## config.mk

```make
export PLATFORM = sky130hd
export DESIGN_NAME = mc_controller
export DESIGN_NICKNAME = d
export VERILOG_FILES = /design/src/rtl/mc_pkg.sv /design/src/rtl/mc_aludec.sv /design/src/rtl/mc_controller.sv
export SDC_FILE = /design/constraint.sdc
export NUM_CORES = 1
export LEC_CHECK = 0
export BUFFER_PORTS_ARGS = -buffer_cell sky130_fd_sc_hd__clkbuf_2
export CAP_MARGIN = 40
export CORE_UTILIZATION = 44
export CTS_CLUSTER_SIZE = 12
export DETAILED_ROUTE_END_ITERATION = 8
export PLACE_DENSITY = 0.79
export SETUP_SLACK_MARGIN = 0.3
export SYNTH_ARGS = -nofsm -noshare
export SYNTH_HDL_FRONTEND = slang
export SYNTH_SLANG_ARGS = --single-unit
```

## constraint.sdc

```tcl
create_clock -name clk -period 2.2 [get_ports clk]
set_clock_uncertainty 0.05 [all_clocks]
set_input_delay 0.44 -clock clk [delete_from_list [all_inputs] [get_ports clk]]
set_output_delay 0.44 -clock clk [all_outputs]
set_load 0.02 [all_outputs]
```

## src/rtl/mc_pkg.sv

```systemverilog
// Shared constants for the multicycle MIPS control unit: state encoding,
// instruction fields, ALU codes and datapath mux selects.
package mc_pkg;

  typedef enum logic [3:0] {
    S_FETCH   = 4'd0,
    S_DECODE  = 4'd1,
    S_MEMADR  = 4'd2,
    S_MEMRD   = 4'd3,
    S_MEMWB   = 4'd4,
    S_MEMWR   = 4'd5,
    S_EXECUTE = 4'd6,
    S_ALUWB   = 4'd7,
    S_BRANCH  = 4'd8,
    S_ADDIEX  = 4'd9,
    S_ADDIWB  = 4'd10,
    S_JUMP    = 4'd11,
    S_ILLEGAL = 4'd12
  } state_t;

  localparam logic [5:0] OP_RTYPE = 6'b000000;
  localparam logic [5:0] OP_LW    = 6'b100011;
  localparam logic [5:0] OP_SW    = 6'b101011;
  localparam logic [5:0] OP_BEQ   = 6'b000100;
  localparam logic [5:0] OP_ADDI  = 6'b001000;
  localparam logic [5:0] OP_J     = 6'b000010;

  localparam logic [5:0] FN_ADD = 6'b100000;
  localparam logic [5:0] FN_SUB = 6'b100010;
  localparam logic [5:0] FN_AND = 6'b100100;
  localparam logic [5:0] FN_OR  = 6'b100101;
  localparam logic [5:0] FN_SLT = 6'b101010;

  localparam logic [2:0] ALU_ADD = 3'b010;
  localparam logic [2:0] ALU_SUB = 3'b110;
  localparam logic [2:0] ALU_AND = 3'b000;
  localparam logic [2:0] ALU_OR  = 3'b001;
  localparam logic [2:0] ALU_SLT = 3'b111;

  localparam logic [1:0] ALUOP_ADD   = 2'b00;
  localparam logic [1:0] ALUOP_SUB   = 2'b01;
  localparam logic [1:0] ALUOP_FUNCT = 2'b10;

  localparam logic [1:0] SRCB_REG   = 2'b00;
  localparam logic [1:0] SRCB_FOUR  = 2'b01;
  localparam logic [1:0] SRCB_IMM   = 2'b10;
  localparam logic [1:0] SRCB_IMMSH = 2'b11;

  localparam logic [1:0] PC_ALU    = 2'b00;
  localparam logic [1:0] PC_ALUOUT = 2'b01;
  localparam logic [1:0] PC_JUMP   = 2'b10;

endpackage

```

## src/rtl/mc_aludec.sv

```systemverilog
// ALU decoder: aluop selects add, sub or the R-type funct mapping.
// funct_illegal reports a funct outside the supported set regardless of aluop.
module mc_aludec
  import mc_pkg::*;
(
  input  logic [5:0] funct,
  input  logic [1:0] aluop,
  output logic [2:0] alucontrol,
  output logic       funct_illegal
);

  logic [2:0] w_funct_ctrl;

  always_comb begin
    w_funct_ctrl  = ALU_ADD;
    funct_illegal = 1'b0;
    case (funct)
      FN_ADD:  w_funct_ctrl = ALU_ADD;
      FN_SUB:  w_funct_ctrl = ALU_SUB;
      FN_AND:  w_funct_ctrl = ALU_AND;
      FN_OR:   w_funct_ctrl = ALU_OR;
      FN_SLT:  w_funct_ctrl = ALU_SLT;
      default: funct_illegal = 1'b1;
    endcase
  end

  always_comb begin
    case (aluop)
      ALUOP_SUB:   alucontrol = ALU_SUB;
      ALUOP_FUNCT: alucontrol = w_funct_ctrl;
      default:     alucontrol = ALU_ADD;
    endcase
  end

endmodule

```

## src/rtl/mc_controller.sv

```systemverilog
// Multicycle MIPS control FSM: Moore decode of state, with memory-side
// strobes qualified by mem_ready and the branch PC enable by zero.
module mc_controller
  import mc_pkg::*;
(
  input  logic       clk,
  input  logic       reset,
  input  logic [5:0] op,
  input  logic [5:0] funct,
  input  logic       zero,
  input  logic       mem_ready,
  output logic       iord,
  output logic       memread,
  output logic       memwrite,
  output logic       irwrite,
  output logic       regdst,
  output logic       memtoreg,
  output logic       regwrite,
  output logic       alusrca,
  output logic [1:0] alusrcb,
  output logic [1:0] pcsrc,
  output logic       pcen,
  output logic [2:0] alucontrol,
  output logic       retire,
  output logic       illegal,
  output logic [3:0] state
);

  state_t     r_state;
  state_t     w_next_state;
  logic [1:0] w_aluop;
  logic       w_funct_illegal;
  logic       w_memwrite;
  logic       w_regwrite;
  logic       w_pcen;
  logic       w_irwrite;
  logic       w_retire;

  mc_aludec u_aludec (
    .funct         (funct),
    .aluop         (w_aluop),
    .alucontrol    (alucontrol),
    .funct_illegal (w_funct_illegal)
  );

  always_ff @(posedge clk) begin
    if (reset) r_state <= S_FETCH;
    else       r_state <= w_next_state;
  end

  always_comb begin
    w_next_state = r_state;
    iord       = 1'b0;
    memread    = 1'b0;
    w_memwrite = 1'b0;
    w_irwrite  = 1'b0;
    regdst     = 1'b0;
    memtoreg   = 1'b0;
    w_regwrite = 1'b0;
    alusrca    = 1'b0;
    alusrcb    = SRCB_REG;
    pcsrc      = PC_ALU;
    w_pcen     = 1'b0;
    w_aluop    = ALUOP_ADD;
    w_retire   = 1'b0;
    illegal    = 1'b0;
    case (r_state)
      S_FETCH: begin
        memread   = 1'b1;
        alusrcb   = SRCB_FOUR;
        w_irwrite = mem_ready;
        w_pcen    = mem_ready;
        if (mem_ready) w_next_state = S_DECODE;
      end
      S_DECODE: begin
        alusrcb = SRCB_IMMSH;
        case (op)
          OP_LW, OP_SW: w_next_state = S_MEMADR;
          OP_RTYPE:     w_next_state = w_funct_illegal ? S_ILLEGAL : S_EXECUTE;
          OP_BEQ:       w_next_state = S_BRANCH;
          OP_ADDI:      w_next_state = S_ADDIEX;
          OP_J:         w_next_state = S_JUMP;
          default:      w_next_state = S_ILLEGAL;
        endcase
      end
      S_MEMADR: begin
        alusrca      = 1'b1;
        alusrcb      = SRCB_IMM;
        w_next_state = (op == OP_LW) ? S_MEMRD : S_MEMWR;
      end
      S_MEMRD: begin
        memread = 1'b1;
        iord    = 1'b1;
        if (mem_ready) w_next_state = S_MEMWB;
      end
      S_MEMWB: begin
        memtoreg     = 1'b1;
        w_regwrite   = 1'b1;
        w_retire     = 1'b1;
        w_next_state = S_FETCH;
      end
      S_MEMWR: begin
        w_memwrite = 1'b1;
        iord       = 1'b1;
        w_retire   = mem_ready;
        if (mem_ready) w_next_state = S_FETCH;
      end
      S_EXECUTE: begin
        alusrca      = 1'b1;
        w_aluop      = ALUOP_FUNCT;
        w_next_state = S_ALUWB;
      end
      S_ALUWB: begin
        regdst       = 1'b1;
        w_regwrite   = 1'b1;
        w_retire     = 1'b1;
        w_next_state = S_FETCH;
      end
      S_BRANCH: begin
        alusrca      = 1'b1;
        w_aluop      = ALUOP_SUB;
        pcsrc        = PC_ALUOUT;
        w_pcen       = zero;
        w_retire     = 1'b1;
        w_next_state = S_FETCH;
      end
      S_ADDIEX: begin
        alusrca      = 1'b1;
        alusrcb      = SRCB_IMM;
        w_next_state = S_ADDIWB;
      end
      S_ADDIWB: begin
        w_regwrite   = 1'b1;
        w_retire     = 1'b1;
        w_next_state = S_FETCH;
      end
      S_JUMP: begin
        pcsrc        = PC_JUMP;
        w_pcen       = 1'b1;
        w_retire     = 1'b1;
        w_next_state = S_FETCH;
      end
      S_ILLEGAL: begin
        illegal = 1'b1;
      end
      default: w_next_state = S_ILLEGAL;
    endcase
  end

  // State-changing strobes are suppressed while reset is high so nothing
  // commits on the reset edge itself.
  assign memwrite = w_memwrite & ~reset;
  assign regwrite = w_regwrite & ~reset;
  assign pcen     = w_pcen & ~reset;
  assign irwrite  = w_irwrite & ~reset;
  assign retire   = w_retire & ~reset;
  assign state    = r_state;

endmodule

```

==> metrics <==
met1 Usage GRT 40.7%; RSZ-0062 raised after global routing yes; LEAKAGE between 0.5 and 0.6 nW; pin count of the biggest net entering global routing 14; Worst VDD drop 0.301 mV; Sw Share a little under half; sequential cell area fraction in the yosys report between 10% and 20%; share of flip-flops with an asynchronous set or reset 0%; GRT Util Overall 30.4%; Antenna Nets Post-Route 0; WL/cell 19.3 µm; area growth from synthesis to layout 83.6%; H-tree depth 1; die span in y 42.2 µm; Psw between 0.2 and 0.25 mW; Critical Path RT 1.71 ns; IO Port Bufs 37; Netlist Area Pre-Place just over 700 µm²; number of distinct library cells after synthesis 42; multi-input logic area 733 µm²; WP data arrival around 1.7 ns; share of cells above drive strength 1 61.5%; fin. max-slew vios 0; Overflow after GRT 0; Antenna diodes 0; DP Worst Slack approximately 0.2 ns; Power Density 384 nW/µm²; overall routed net length 3410 µm; met2 usage 50.3%; grt met3 use about 2.6%; synthesized instance count 109; Most used DFF post-synth dfxtp_1; first-pass GRT wire length 4260 µm; Final Power 0.500 mW; HP Class input port to flop; Post-DP HPWL between 1500 and 2000 µm; Synth Net Count around 130; clk root buf clkbuf_4; die area between 1500 and 2000 µm²; residual DRC count 0; Fillers 86; Reg area 92.6 µm²; gpl congestion 0.899; PnR worst setup slack 0.0216 ns; Core Util, Final 86.5%; # Max-Cap Violations 0; Setup CP Type flop to primary output; Crit Path Max Fanout 4; CTS Buffer Depth 2; Yosys reg bits 4; worst slew pin tran 0.487 ns; TritonCTS Sinks 4; Comb pwr share 62.5%; antenna violations before repair 0; CTS Buf Count 3; Post-synth EDFFs 0; Initial Util 47.1%; Avg Cell Area, Syn 6.51 µm²; CTS tree built; Worst Setup End Kind primary output; status finished clean; P_int roughly 0.27 mW; GR peak layer met2; Clock transition at path regs 0.04 ns; Final min period between 2 and 2.5 ns; setup TNS 0 ns; crit-path max cell delay 0.36 ns; synth warn 0; layout net count approximately 180; Max Clock Freq 459 MHz; DP Area ~1000 µm²; DR vias/cell approximately 6.5; number of DRC markers in iteration 0 60; IO Count 38; Clock Latency Late Sink roughly 0.24 ns; Cell Chain, Critical Path nand2b_4 -> or2_4 -> inv_2 -> ha_4 -> a211o_4 -> buf_8; Post-Layout Inst Area 1300 µm²; CTS hold repair buffers 0; Rows 14; Flop pwr share about 18%; max FFs per register 4; Final Hold Fails 0; Max transition margin roughly two thirds; Final Cycle Share about 99%; DR pass1 iterations 4; Worst setup SP type flop; Vias 1153; Crit-path slowest cell dfxtp_4; core footprint 1510 µm²; Finish-stage setup viols 0; clock power share 19.6%; Die W 42.2 µm; vias in the first global route 973
[layer usage]
| metal | vias up | wire length (µm) |
|---|---|---|
| li1 | 512 | - |
| met1 | 536 | 1350 |
| met2 | 89 | 1640 |
| met3 | 16 | 281 |
| met4 | 0 | 140 |
| met5 | - | 0 |
[kinds of logic after synthesis]
| family | share of synthesized area [%] |
|---|---|
| and+or+nand+nor | 42.7 |
| AOI/OAI and AO/OA | 29.1 |
| buffers and inverters | 8.11 |
| DFF | 11.3 |
| adders and majority gates | 4.94 |
| xor gates and xnor gates | 2.47 |
| muxes | 1.41 |
[layout make-up]
cell class	count	area share (%)
repair buffers	57	31.6
multi-input cells	91	56.3
flip-flops and latches	4	7.11
inverters	6	1.73
well taps	16	1.54
clock buffers	3	1.73
[cell usage after synthesis (2+ instances only)]
| master | number | area (µm²) |
|---|---|---|
| a21oi_1 | 8 | 40.0 |
| a31oi_1 | 2 | 12.5 |
| and3_1 | 3 | 18.8 |
| clkbuf_1 | 6 | 22.5 |
| dfxtp_1 | 4 | 80.1 |
| ha_1 | 2 | 25.0 |
| inv_1 | 6 | 22.5 |
| nand2_1 | 5 | 18.8 |
| nand2b_1 | 7 | 43.8 |
| nand3_1 | 2 | 10.0 |
| nand4_1 | 2 | 12.5 |
| nor2_1 | 15 | 56.3 |
| nor3_1 | 10 | 50.1 |
| nor3b_1 | 2 | 15.0 |
| o21ai_0 | 3 | 15.0 |
| o22ai_1 | 3 | 18.8 |
| or2_2 | 2 | 12.5 |
| or3_1 | 2 | 12.5 |
| or3b_2 | 2 | 17.5 |
[stage by stage]
stage | instances | hold WS, ns
detailed placement | 158 | 0.584
global placement | 158 | 0.572
global route | 177 | 0.488
floorplan | 109 | 0.551
CTS | 172 | 0.476
finish | 177 | 0.474
[cell usage in the layout, fill, tap and decap left out, types with 3 or more instances in the layout]
| master | instances |
|---|---|
| clkbuf_2 | 30 |
| buf_4 | 15 |
| nor2_1 | 11 |
| buf_6 | 6 |
| nor3_1 | 5 |
| a21oi_1 | 5 |
| nand2b_4 | 4 |
| nand2_1 | 4 |
| nor3_4 | 3 |
| inv_2 | 3 |
| o22ai_1 | 3 |
| inv_1 | 3 |
| a21oi_2 | 3 |
| o21ai_0 | 3 |
| nand2b_1 | 3 |
| clkbuf_4 | 3 |
| clkbuf_8 | 3 |
| dfxtp_4 | 3 |
[critical path: cells and delay by family, from the launching register on]
| kind | cells | cell delay, ns |
|---|---|---|
| AOI/OAI and AO/OA | 1 | 0.27 |
| adders and majority gates | 1 | 0.22 |
| buffers and inverters | 2 | 0.20 |
| and+or+nand+nor | 2 | 0.39 |
| DFF | 1 | 0.36 |
[timing repair]
action	CTS	global route
pin swaps	5	10
buffers inserted	11	5
gates resized for setup	19	21
endpoints found under the setup margin	6	9
[power by group through the flow]
stage | Clock [mW] | Sequential, mW | Combinational [mW]
after global routing | 0.106 | 0.0900 | 0.330
after global placement | 0 | 0.0930 | 0.224
final | 0.0982 | 0.0895 | 0.312
after CTS | 0.0942 | 0.0884 | 0.270
after detailed placement | 0 | 0.0937 | 0.228
after floorplan | 0 | 0.0907 | 0.167
[path summary, 6_finish.rpt]
check	slack, ns	cells after the start	start	end
min	0.47	3	op[4]	state[3]$_SDFFE_PP0P_
max	0.02	6	state[3]$_SDFFE_PP0P_	alucontrol[1]
max reg2reg	0.38	6	state[1]$_SDFFE_PP0P_	state[2]$_SDFFE_PP0P_
min reg2reg	0.59	2	state[2]$_SDFFE_PP0P_	state[3]$_SDFFE_PP0P_
Power figures use the tool's default switching activity.
